==> src/rtl/sat_counter.sv <==
// Up-counter that sticks at all-ones; synchronous clear beats increment.
module sat_counter #(
  parameter int W = 16
) (
  input  logic         clk_i,
  input  logic         reset_i,
  input  logic         clear_i,
  input  logic         inc_i,
  output logic [W-1:0] count_o
);

  always_ff @(posedge clk_i or posedge reset_i) begin
    if (reset_i) begin
      count_o <= '0;
    end else if (clear_i) begin
      count_o <= '0;
    end else if (inc_i && (count_o != '1)) begin
      count_o <= count_o + 1'b1;
    end
  end

endmodule

==> config.mk <==
export PLATFORM = sky130hd
export DESIGN_NAME = sat_counter
export DESIGN_NICKNAME = d
export VERILOG_FILES = /design/src/rtl/sat_counter.sv
export SDC_FILE = /design/constraint.sdc
export NUM_CORES = 1
export LEC_CHECK = 0
export CAP_MARGIN = 30
export CORE_MARGIN = 8
export CORE_UTILIZATION = 35
export DETAILED_ROUTE_END_ITERATION = 8
export DONT_BUFFER_PORTS = 1
export RECOVER_POWER = 50
export SLEW_MARGIN = 30
export SYNTH_ARGS = -nofsm -noshare
export SYNTH_HDL_FRONTEND = slang
export SYNTH_SLANG_ARGS = --single-unit
==> constraint.sdc <==
create_clock -name clk_i -period 1.65 [get_ports clk_i]
set_clock_uncertainty 0.1 [all_clocks]
set_input_delay 0.33 -clock clk_i [delete_from_list [all_inputs] [get_ports clk_i]]
set_output_delay 0.33 -clock clk_i [all_outputs]
set_load 0.01 [all_outputs]
; Word level (Yosys, flattened, before mapping)
; Index checks and enable logic that the tools add are counted.
[word_totals]
ff_bits = 16
word_cells = 7
in_bits = 4
output_inout_bits = 16
[op_classes]
add_sub_neg = 1
muxes = 2
reduce_logical = 2
n_eq_ne = 1
[ops]
columns = operator, n
row1 = two-way mux 16 bit, 2
row2 = adder 16 x 1 -> 16 bit (second input constant), 1
row3 = != test 16 bit (second input constant), 1
row4 = nonzero test 2 bit, 1
row5 = logical AND 1 bit, 1

; Depth between registers and ports, before layout
[depth]
depth_word = 4
ltp_mapped = 6
mapped_depth_nobuf = 5

; Worst setup path before layout
; No wires, ideal clock.
[synth_timing]
path_type = register -> register
from = register count_o[0]
to = register count_o[0]
arrival_time_ns = 1.698
setup_time_ns = 0.125
period_less_slack_ns = 1.923
slack_ns = -0.273
path_stages_with_launch = 7
path_cell_list = dfrtp_1 -> ha_1 -> clkbuf_1 -> nand3_1 -> nor4_1 -> nor2b_1 -> mux2_2
[synth_between]
elab_chain_len = 3
[synth_rtl]
columns = element, line_no
row1 = start: declaration, 9  ; output logic [W-1:0] count_o
row2 = start signal: assignment, 18  ; count_o <= count_o + 1'b1;
row3 = adder 16 x 1 -> 16 bit / != test 16 bit (equally long branches), "18, 17"
row4 = two-way mux 16 bit / logical AND 1 bit (equally long branches), 17  ; end else if (inc_i && (count_o != '1)) begin
row5 = two-way mux 16 bit / nonzero test 2 bit (equally long branches), -
; Parallel ways exist; a longest one is shown, timed or not. The select of a mux whose other input is x is not followed.
; A chain may end at the register's enable or synchronous reset.

; Worst setup path in the final report
[layout_timing]
from = register count_o[3]
to = register count_o[13]
; Same word-level chain as after synthesis.

==> metrics <==
status=complete, but fails checks; failing checks=negative hold slack, negative setup slack; compound-gate portion of the synthesized area=0.157; element type at the critical path start=flip-flop; number of global-route vias before repair=~1100; hold_buf cts=1; worst hold path stage count=1; Crit Path Category=reg -> reg; post-synthesis instance total=about 100; sequential fraction of the synthesis area=0.430; top cell type's share of synthesized area=0.430; Remaining Overflow, GRT=0; share of layout cells above drive strength 1=0.601; Row Count=18; antenna violations before repair=0; Core Area=about 0.0025 sq mm; CTS tree=built; largest registers=count_o (16); Worst setup EP type=flip-flop; Simple-Gate Fraction of Synth Area=0.326; main combinational cell family by area after synthesis=simple AND/OR/NAND/NOR gates; Via Count=around 1000; drt initial violations=42; Crit path arrival time=2.00 ns; GRT Util Overall=0.137; synth top area cells=dfrtp_1 43%, a21oi_1 6.4%, or4_1 4.8%; pwr/cell area=around 450 mW/mm^2; routed wire length=between 3 and 4 mm; Die ar.=0.00457 sq mm; Pleak=approximately 0.0007 uW; clk root buf=clkbuf_4; Post-Syn Nets=106; Die W=approximately 68 um; Synth Cell Area=slightly above 900 sq um; fin util=0.614; area delta synth->final=64.7%; largest net degree at the start of global routing=20; reg2reg end=count_o[13]; Initial Util=0.373; worst reg2reg setup slack=-0.23 ns; Synth cell types=29; Hold Path End=count_o[8]; clk sink count=16; Final Hold Viols=13; Top reg by flops=count_o; Finish-stage setup viols=14; Placed Instances=between 150 and 200; Fmax=533 MHz; final worst slack=-0.226 ns; Seq cells post-synth=16; Slew Limit Fails=0; Place WS=-0.144 ns; Remaining DRCs=0; r2r startpoint=count_o[3]; Critical Path Source=count_o[3]; period utilization=1.14; Clock Path Buffers=2; RSZ-0062 raised after global routing=true; Tmin final=1.88 ns; Final ANT Viol Nets=0; syn_area_per_cell=9.23 sq um; DR WL/cell=around 18 um; relative slew slack=0.568; Min Hold Slack=-0.0205 ns; max reg flops=16; Slew @ Worst Pin=between 0.6 and 0.7 ns; Die H=67.6 um; Detail Placement HPWL=roughly 2.1 mm; post-synth top area cell=dfrtp_1; max cap viols=0; worst hold start=clear_i; reg2reg path depth=4; min-delay worst type=in -> reg; Req. time, crit path=1.78 ns; port buffer count=0; DR pass1 iterations=4; number of CTS-inserted buffers=3; # diodes=0; VDD IR max=about 0.43 mV; post-synthesis xor/xnor area fraction=0; first-pass GRT wire length=roughly 5 mm; # IOs=20; worst-path fanout max=5; mux share of post-synthesis cell area=0.0349; Final Non-Filler Cells=between 150 and 200; via/cell ratio=slightly below 6; synth warn=0; htree depth=1; Clk Latency, worst-skew pair=roughly 0.29 ns; Final #Nets=about 150; register clock-pin slew on the reported worst setup and hold paths=~0.1 ns; routability cong.=~0.80; post-synthesis adder-cell area fraction=0.0134
==> worst max-delay path by stage <==
stage / to / slack [ns] / depth (start not counted)
2_1_floorplan: count_o[13] / -0.20 / 4
3_3_place_gp: count_o[13] / -0.11 / 4
3_5_place_dp: count_o[13] / -0.14 / 4
4_1_cts: count_o[13] / -0.16 / 4
5_1_grt: count_o[13] / -0.28 / 4
6_report: count_o[13] / -0.23 / 4
==> kinds of logic (layout without fill, tap and decap cells) <==
kind of cell / after synthesis / count (layout)
adders and majority gates: 1 / 1
buffers and inverters: 7 / 54
AOI/OAI and AO/OA: 25 / 25
muxes: 3 / 3
DFF: 16 / 16
and+or+nand+nor: 49 / 49
==> per-stage QoR <==
step	area, sq um	hold slack [ns]	total power [uW]	TNS, ns
final	1540	-0.0205	685	-1.56
after global routing	1540	-0.0462	716	-2.34
after CTS	1400	-0.0270	693	-0.464
after detailed placement	1260	0.245	459	-0.604
after global placement	1260	0.228	456	-0.343
after floorplan	976	0.143	446	-0.701
==> cells in the mapped netlist <==
master	instances
mux2_2	2
o41ai_1	2
dlygate4sd1_1	1
and4_1	1
nand2b_1	2
nor4_1	3
or3_2	1
nand2_1	6
or4_2	1
or4_4	1
o21ai_0	5
nand3_1	7
ha_1	1
o31ai_1	5
or3_1	6
inv_1	3
clkbuf_1	1
or4_1	6
nor2_1	3
a31oi_1	1
nor3_1	4
clkbuf_2	1
mux2i_1	1
a21oi_1	12
nand4_1	4
nand4_4	1
buf_4	1
dfrtp_1	16
nor2b_1	3
==> per-layer routing <==
metal / global-route usage / up-vias / share of wire
li1: - / 485 / -
met1: 0.156 / 523 / 0.41
met2: 0.237 / 22 / 0.52
met3: 0.0397 / 6 / 0.053
met4: 0.0496 / 0 / 0.013
met5: 0 / - / 0
==> area by class of cell <==
class | instances | area (sq um)
inverter | 3 | 11.3
sequential | 16 | 408
clock buffer | 4 | 26.3
timing repair buffer | 47 | 374
tap | 30 | 37.5
fill | 211 | 965
multi-input combinational | 78 | 678
==> critical path, stage by stage (launching register included) <==
cell	delay, ns
dfrtp_2	0.39
nand4_1	0.19
or4_4	0.59
or4_4	0.43
a21oi_2	0.12
==> layout by cell type (no fill, tap or decap), drive strengths merged, types with 2 or more instances in the layout <==
cell and instances:
a21oi 12, buf 46, clkbuf 4, dfrtp 16
inv 3, mux2 2, nand2 6, nand2b 2
nand3 7, nand4 5, nor2 3, nor2b 3
nor3 4, nor4 3, o21ai 5, o31ai 5
o41ai 2, or3 7, or4 8
==> where the power goes <==
group          switching [uW]  leakage [uW]  total (uW)  internal (uW)
registers                6.84      0.000212         404            397
clock network             133     0.0000150         227           94.0
logic                    27.5      0.000457        54.4           27.0
total                     167      0.000685         685            518
==> timing repair <==
item,in CTS,in global routing
endpoints found under the hold margin,29,13
setup endpoints to repair,12,16
cloned,0,0
gates resized for setup,13,28
setup buffers,4,6
pin swaps,8,19
Power figures use the tool's default switching activity.
